[config.mk]
export PLATFORM = sky130hd
export DESIGN_NAME = divider_pipe_sd
export DESIGN_NICKNAME = d
export VERILOG_FILES = /design/src/rtl/divider_pkg.sv /design/src/rtl/divider_sd_stage.sv /design/src/rtl/divider_pipe_sd.sv
export SDC_FILE = /design/constraint.sdc
export NUM_CORES = 2
export LEC_CHECK = 0
export BUFFER_PORTS_ARGS = -buffer_cell sky130_fd_sc_hd__clkbuf_2
export CORE_MARGIN = 3
export CORE_UTILIZATION = 50
export DETAILED_ROUTE_END_ITERATION = 12
export GPL_ROUTABILITY_DRIVEN = 0
export MAX_ROUTING_LAYER = met4
export PLACE_DENSITY = 0.75
export SETUP_SLACK_MARGIN = 0.3
export SYNTH_ARGS = -nofsm -noshare
export SYNTH_HDL_FRONTEND = slang
export SYNTH_HIERARCHICAL = 1
export SYNTH_SLANG_ARGS = --single-unit
export TNS_END_PERCENT = 10
[constraint.sdc]
create_clock -name clk -period 5.6 [get_ports clk]
set_input_delay 0.56 -clock clk [delete_from_list [all_inputs] [get_ports clk]]
set_output_delay 0.56 -clock clk [all_outputs]
set_load 0.02 [all_outputs]
[src/rtl/divider_pkg.sv]
`default_nettype none
// ============================================================================
// Module   : divider_pkg
// Brief    : Shared helpers and per-stage sideband type for divider_pipe_sd.
// Revision : 1.0  initial release
// ============================================================================
package divider_pkg;

    function automatic int ceil_div(input int a, input int b);
        return (a + b - 1) / b;
    endfunction

    function automatic int num_stages(input int n, input int bps);
        return ceil_div(n, bps);
    endfunction

    // The final stage retires whatever bits remain after the full-width stages.
    function automatic int last_steps(input int n, input int bps);
        return n - (ceil_div(n, bps) - 1) * bps;
    endfunction

    // The tag rides in a parallel vector because its width is a module parameter.
    typedef struct packed {
        logic valid;
        logic q_neg;
        logic r_neg;
        logic div0;
        logic ovf;
    } side_t;

endpackage
`default_nettype wire

[src/rtl/divider_sd_stage.sv]
`default_nettype none
// ============================================================================
// Module   : divider_sd_stage
// Brief    : One register stage of the restoring divider, retiring STEPS
//            quotient bits MSB first.
// Revision : 1.0  initial release
// ============================================================================
module divider_sd_stage
    import divider_pkg::*;
#(
    parameter int N     = 21,
    parameter int M     = 13,
    parameter int STEPS = 1,
    parameter int TAG_W = 4
) (
    input  logic             clk,
    input  logic             rst,
    input  logic             advance,
    input  logic [M-1:0]     rem_in,
    input  logic [N-1:0]     dq_in,
    input  logic [M-1:0]     dvs_in,
    input  side_t            side_in,
    input  logic [TAG_W-1:0] tag_in,
    output logic [M-1:0]     rem_out,
    output logic [N-1:0]     dq_out,
    output logic [M-1:0]     dvs_out,
    output side_t            side_out,
    output logic [TAG_W-1:0] tag_out
);

    // dq holds unconsumed dividend bits at the top and quotient bits at the bottom.
    logic [M-1:0] w_rem;
    logic [N-1:0] w_dq;
    logic [M:0]   w_part;

    always_comb begin
        w_rem  = rem_in;
        w_dq   = dq_in;
        w_part = '0;
        for (int i = 0; i < STEPS; i++) begin
            w_part = {w_rem, w_dq[N-1]};
            if (w_part >= {1'b0, dvs_in}) begin
                w_part = w_part - {1'b0, dvs_in};
                w_dq   = {w_dq[N-2:0], 1'b1};
            end else begin
                w_dq   = {w_dq[N-2:0], 1'b0};
            end
            w_rem = w_part[M-1:0];
        end
    end

    logic [M-1:0]     r_rem;
    logic [N-1:0]     r_dq;
    logic [M-1:0]     r_dvs;
    side_t            r_side;
    logic [TAG_W-1:0] r_tag;

    always_ff @(posedge clk) begin
        if (rst) begin
            r_side <= '0;
        end else if (advance) begin
            r_rem  <= w_rem;
            r_dq   <= w_dq;
            r_dvs  <= dvs_in;
            r_side <= side_in;
            r_tag  <= tag_in;
        end
    end

    assign rem_out  = r_rem;
    assign dq_out   = r_dq;
    assign dvs_out  = r_dvs;
    assign side_out = r_side;
    assign tag_out  = r_tag;

endmodule
`default_nettype wire

[src/rtl/divider_pipe_sd.sv]
`default_nettype none
// ============================================================================
// Module   : divider_pipe_sd
// Brief    : Pipelined signed/unsigned restoring divider with valid/ready
//            backpressure, tag passthrough and div0/overflow flags.
// Revision : 1.0  initial release
// ============================================================================
module divider_pipe_sd
    import divider_pkg::*;
#(
    parameter int N     = 21,
    parameter int M     = 13,
    parameter int BPS   = 1,
    parameter int TAG_W = 4
) (
    input  logic             clk,
    input  logic             rst,
    input  logic             in_valid,
    output logic             in_ready,
    input  logic             in_signed,
    input  logic [N-1:0]     in_dividend,
    input  logic [M-1:0]     in_divisor,
    input  logic [TAG_W-1:0] in_tag,
    output logic             out_valid,
    input  logic             out_ready,
    output logic [N-1:0]     out_quotient,
    output logic [M-1:0]     out_remainder,
    output logic [TAG_W-1:0] out_tag,
    output logic             out_div0,
    output logic             out_ovf
);

    localparam int NSTG       = num_stages(N, BPS);
    localparam int LAST_STEPS = last_steps(N, BPS);
    localparam logic [N-1:0] C_DVD_MIN = {1'b1, {(N-1){1'b0}}};

    logic w_advance;
    assign w_advance = !out_valid || out_ready;
    assign in_ready  = w_advance;

    // Most-negative operands negate to themselves, which reads correctly as an unsigned magnitude.
    logic [N-1:0] w_dvd_mag;
    logic [M-1:0] w_dvs_mag;
    assign w_dvd_mag = (in_signed && in_dividend[N-1]) ? -in_dividend : in_dividend;
    assign w_dvs_mag = (in_signed && in_divisor[M-1])  ? -in_divisor  : in_divisor;

    logic [N-1:0]     r0_dq;
    logic [M-1:0]     r0_dvs;
    side_t            r0_side;
    logic [TAG_W-1:0] r0_tag;

    always_ff @(posedge clk) begin
        if (rst) begin
            r0_side <= '0;
        end else if (w_advance) begin
            r0_side.valid <= in_valid;
            r0_side.q_neg <= in_signed & (in_dividend[N-1] ^ in_divisor[M-1]);
            r0_side.r_neg <= in_signed & in_dividend[N-1];
            r0_side.div0  <= (in_divisor == '0);
            r0_side.ovf   <= in_signed & (in_dividend == C_DVD_MIN) & (&in_divisor);
            r0_dq         <= w_dvd_mag;
            r0_dvs        <= w_dvs_mag;
            r0_tag        <= in_tag;
        end
    end

    logic [M-1:0]     w_rem  [0:NSTG];
    logic [N-1:0]     w_dq   [0:NSTG];
    logic [M-1:0]     w_dvs  [0:NSTG];
    side_t            w_side [0:NSTG];
    logic [TAG_W-1:0] w_tag  [0:NSTG];

    assign w_rem[0]  = '0;
    assign w_dq[0]   = r0_dq;
    assign w_dvs[0]  = r0_dvs;
    assign w_side[0] = r0_side;
    assign w_tag[0]  = r0_tag;

    generate
        for (genvar g = 1; g <= NSTG; g++) begin : g_stage
            localparam int STEPS = (g == NSTG) ? LAST_STEPS : BPS;
            divider_sd_stage #(
                .N     (N),
                .M     (M),
                .STEPS (STEPS),
                .TAG_W (TAG_W)
            ) u_stage (
                .clk      (clk),
                .rst      (rst),
                .advance  (w_advance),
                .rem_in   (w_rem[g-1]),
                .dq_in    (w_dq[g-1]),
                .dvs_in   (w_dvs[g-1]),
                .side_in  (w_side[g-1]),
                .tag_in   (w_tag[g-1]),
                .rem_out  (w_rem[g]),
                .dq_out   (w_dq[g]),
                .dvs_out  (w_dvs[g]),
                .side_out (w_side[g]),
                .tag_out  (w_tag[g])
            );
        end
    endgenerate

    assign out_valid = w_side[NSTG].valid;

    always_comb begin
        out_quotient  = '0;
        out_remainder = '0;
        out_tag       = '0;
        out_div0      = 1'b0;
        out_ovf       = 1'b0;
        if (w_side[NSTG].valid) begin
            out_tag = w_tag[NSTG];
            if (w_side[NSTG].div0) begin
                out_quotient = '1;
                out_div0     = 1'b1;
            end else if (w_side[NSTG].ovf) begin
                out_quotient = C_DVD_MIN;
                out_ovf      = 1'b1;
            end else begin
                out_quotient  = w_side[NSTG].q_neg ? -w_dq[NSTG]  : w_dq[NSTG];
                out_remainder = w_side[NSTG].r_neg ? -w_rem[NSTG] : w_rem[NSTG];
            end
        end
    end

endmodule
`default_nettype wire
==> After elaboration in Yosys (flattened, before gate mapping) <==
Cells that the tools add are included.
{ "totals": {"register_bits": 1206, "input_bits": 43, "out_inout_bits": 42} }
{ "op_classes": {"addsub": 25, "magnitude_cmp": 21, "eq_ne": 1, "mux": 58, "n_bitwise": 6, "reduce_logical": 7} }
{ "op_table": {"columns": ["operator", "count"], "rows": [
  ["13-bit 2-to-1 mux", 25],
  ["14-bit by 13-bit greater-or-equal comparator with 1-bit output", 20],
  ["13-bit subtractor", 20],
  ["21-bit 2-to-1 mux", 5],
  ["21-bit negation", 2],
  ["1-bit 2-to-1 mux", 27],
  ["13-bit negation", 2],
  ["21-bit equality test (second input constant)", 1],
  ["1-bit by 13-bit greater-or-equal comparator with 1-bit output", 1],
  ["13-bit logical NOT", 1],
  ["13-bit AND reduction", 1],
  ["1-bit by 13-bit subtractor with 13-bit output", 1],
  ["1-bit AND", 4],
  ["4-bit 2-to-1 mux", 1],
  ["1-bit logical AND", 2],
  ["2-bit AND reduction", 1],
  ["1-bit logical NOT", 1],
  ["1-bit logical OR", 1],
  ["1-bit NOT", 1],
  ["1-bit bitwise XOR", 1]
]} }

==> Longest topological paths before layout <==
{ "logic_depth": {"depth_word": 5, "depth_mapped": 11, "ltp_nobuf": 10} }

==> Hierarchy <==
Netlist, hierarchy kept.
{ "modules_own_cells": {"columns": ["module", "n_inst", "cells_per_inst", "area_per_inst_um2", "seq_area_each_um2"], "rows": [
  ["divider_sd_stage", 21, 186, 2617.5, 1631.6],
  ["divider_pipe_sd", 1, 346, 3139.3, 1241.2]
]} }

==> Worst setup path before layout <==
Ideal clock, no wire load.
{ "synth_path": {"path_type": "register -> register", "from": "reg g_stage[21].u_stage.r_side, in the netlist g_stage[21].u_stage/side_out[4]", "to": "reg g_stage[10].u_stage.r_dq[0], enable pin", "setup_ns": 0.467, "arrival_time_ns": 3.907, "setup_slack_ns": 1.226, "path_stages_with_launch": 6, "n_path_buf": 2, "cell_sequence": "dfxtp_1 -> clkbuf_1 -> nor2b_1 -> inv_1 -> clkbuf_1 -> nor2b_1"} }
{ "synth_via": {"elab_chain_cells": 3} }
{ "synth_lines": {"columns": ["element", "line", "rtl"], "rows": [
  ["start, declared", "divider_sd_stage.sv:55", "side_t r_side;"],
  ["start signal, assigned", "divider_sd_stage.sv:65", "r_side <= side_in;"],
  ["1-bit logical NOT", "divider_pipe_sd.sv:38", "assign w_advance = !out_valid || out_ready;"],
  ["1-bit logical OR", "divider_pipe_sd.sv:38", null],
  ["named net in_ready", "divider_pipe_sd.sv:19", "output logic in_ready,"],
  ["2-bit AND reduction (no source line)", null, null],
  ["end signal, assigned", "divider_sd_stage.sv:63", "r_dq <= w_dq;"],
  ["end, declared", "divider_sd_stage.sv:53", "logic [N-1:0] r_dq;"]
]} }
The timed path passes the listed nets, and every way through them passes these cells.
A chain may end at the register's enable or synchronous reset.

==> Worst setup path after layout <==
{ "layout_path": {"from": "reg g_stage[21].u_stage.r_side, in the netlist g_stage[21].u_stage/side_out[4]", "to": "out out_remainder[10]"} }
{ "layout_via": {"elab_chain_cells": 1} }
{ "layout_lines": {"columns": ["element", "line", "rtl"], "rows": [
  ["13-bit 2-to-1 mux", "divider_pipe_sd.sv:113", "if (w_side[NSTG].valid) begin"],
  ["end, declared", "divider_pipe_sd.sv:27", "output logic [M-1:0] out_remainder,"]
]} }
No other way between the ends.

==> impl_results.md <==
- Critical path's slowest cell: nor2b_1
- Final std cells w/o fill: 6053
- Antenna violations before repair: 3
- # rows: between 100 and 150
- Routed via count: 33961
- Starting DRT DRC Count: approximately 2500
- Ports: 85
- Count of final setup violators: 0
- CTS clk-pin slew, worst paths: 60 ps
- Hpwl dp: about 85 mm
- Net Sw Power: between 10 and 15 mW
- Crit-path leading delay family: simple AND/OR/NAND/NOR gates
- Syn avg cell area: 13.6 sq um
- Chip Width: 346 um
- Vias in the first global route: 33224
- Port bufs: 84
- Max Slew Vio Count: 0
- WP data required: 5040 ps
- Combinational Power Share: 0.391
- Max VDD drop: 0.000338 V
- Worst setup path class: register to output pin
- Sink Count: 1206
- Worst Tran Pin Value: 1080 ps
- Initial Util: 0.504
- Status: complete, no violations
- Hold buffers post-CTS: 4
- Placed cell count: around 5800
- Routed len/inst: 19.0 um
- Worst Hold Depth: 1
- Fill cells: 8990
- Fin crit share: 0.635
- CTS Buffer Depth: 3
- Crit end category: output pin
- Drt pass-1 iters: 5
- Core area: 0.115 sq mm
- Maximum fanout along the worst path: 14
- Drt via density: 5.61
- Cell Pwr Density: roughly 540 mW/mm^2
- CP peak stage delay: ~760 ps
- Reg power frac: 0.387
- Die area: 0.120 sq mm
- Fin nets: between 4000 and 5000
- DRC: 0
- Clock network fraction of total power: 0.222
- Internal power: 23.3 mW
- First-pass GRT wire length: about 180 mm
- Area delta synth->final: 10.9%
- Clock Latency Late Sink: 720 ps
- Worst Hold Class: primary input to register
- Net Sw Frac: 0.330
- Synth Warn #: 6
- Routed Antenna Nets: 0
- Worst Clk Skew: ~46 ps
- CTS tree: built
- Max-Cap Viols: 0
- Worst Path Buf+Inv: 1
- WL final: 115 mm
- Grt ovf: 0
- Fin util: 0.559
- Pleak: 25.4 nW
- Worst r2r path cells: 10
- Critical-path cell list: nor2b_1, nand2b_1, nor2_1, clkbuf_2
- RSZ-0062 raised after global routing: false
- Die H: 346 um
- Post-CTS Setup Bufs: 0
- Fmax: 281 MHz
- Htree depth: 3
- Final Hold Viols: 0
- CTS root buf: clkbuf_16
- Final Critical Period: 3550 ps
- Cts bufs inserted: roughly 120
- Slew margin rel.: 0.280
- Post-Synthesis Cells: 4239
- Critical Path AT: 2990 ps
- TNS Setup: 0 ps
- Levels on crit path: 4
- Largest net degree at the start of global routing: 71
- Post-Synthesis Cell Area: 0.0577 sq mm
- Total GRT Usage: 0.194
- Critical Path Start Type: register
- Post-CTS Resized: 0
- Share of post-route cells with drive strength above 1: 0.133
state kept, by name, indices dropped and copies added, names as in the netlist:
signal	flops
g_stage.u_stage/tag_out	84
g_stage.u_stage/side_out	105
g_stage.u_stage/dq_out	441
r0_side	5
r0_tag	4
r0_dvs	13
r0_dq	21
g_stage.u_stage/rem_out	273
g_stage.u_stage/dvs_out	260
final cells by class:
cell class / count / area (sq um) / share of cell area
tap: 1512 / 1890 / 0.0296
clock inverter: 72 / 758 / 0.0118
sequential: 1206 / 35100 / 0.548
timing repair buffer: 113 / 654 / 0.0102
antenna: 3 / 7.51 / 0.000117
multi-input combinational: 2593 / 20900 / 0.326
inverter: 410 / 1650 / 0.0258
clock buffer: 144 / 3090 / 0.0483
worst paths after layout:
check	slack, ps	start	to
max	2050	g_stage[21].u_stage/side_out[4]	out_remainder[10]
min	90	in_dividend[0]	r0_dq[0]
max reg2reg	2360	g_stage[4].u_stage/dq_out[20]	g_stage[5].u_stage/rem_out[10]
min reg2reg	380	g_stage[3].u_stage/tag_out[0]	g_stage[4].u_stage/tag_out[0]
per-layer routing:
metal,vias up,global-route usage,wire length [um]
met5,-,-,0
met4,0,0.0739,4530
met3,256,0.0307,5790
met2,910,0.328,56900
met1,16498,0.234,47800
li1,16297,-,-
layout by cell type, fill, tap and decap left out, drive strengths merged, types with 26 or more instances in the layout:
cell	instances
edfxtp	1096
inv	415
ha	278
nor2	243
clkbuf	227
nand2	215
a21oi	198
mux2	190
o21ai	135
mux2i	132
xor2	115
dfxtp	110
xnor2	103
nor3	95
nand3	87
or3	77
o211ai	63
o31ai	52
nand2b	49
clkinv	49
a21o	42
o2111ai	42
nor4	32
o41ai	32
a21boi	28
nand4	28
conb	27
and2	27
buf	26
power groups by stage:
| stage | Sequential (mW) | Clock (mW) | Combinational, mW |
|---|---|---|---|
| 2_1_floorplan | 13.0 | 0 | 11.5 |
| 3_3_place_gp | 13.6 | 0 | 13.0 |
| 3_5_place_dp | 13.6 | 0 | 13.4 |
| 4_1_cts | 13.5 | 7.91 | 13.5 |
| 5_1_grt | 13.6 | 8.28 | 14.9 |
| 6_report | 13.5 | 7.74 | 13.6 |
metrics by stage:
| step | hold slack [ps] | setup slack [ps] | power (mW) | area (sq um) |
|---|---|---|---|---|
| after floorplan | 400 | 1230 | 24.5 | 57800 |
| after detailed placement | 405 | 2430 | 27.0 | 60100 |
| after global routing | 65.2 | 1770 | 36.7 | 64000 |
| final | 93.1 | 2050 | 34.8 | 64000 |
| after global placement | 400 | 2510 | 26.6 | 60100 |
| after CTS | 48.6 | 1970 | 34.9 | 64000 |
(Power assumes the default switching activity.)
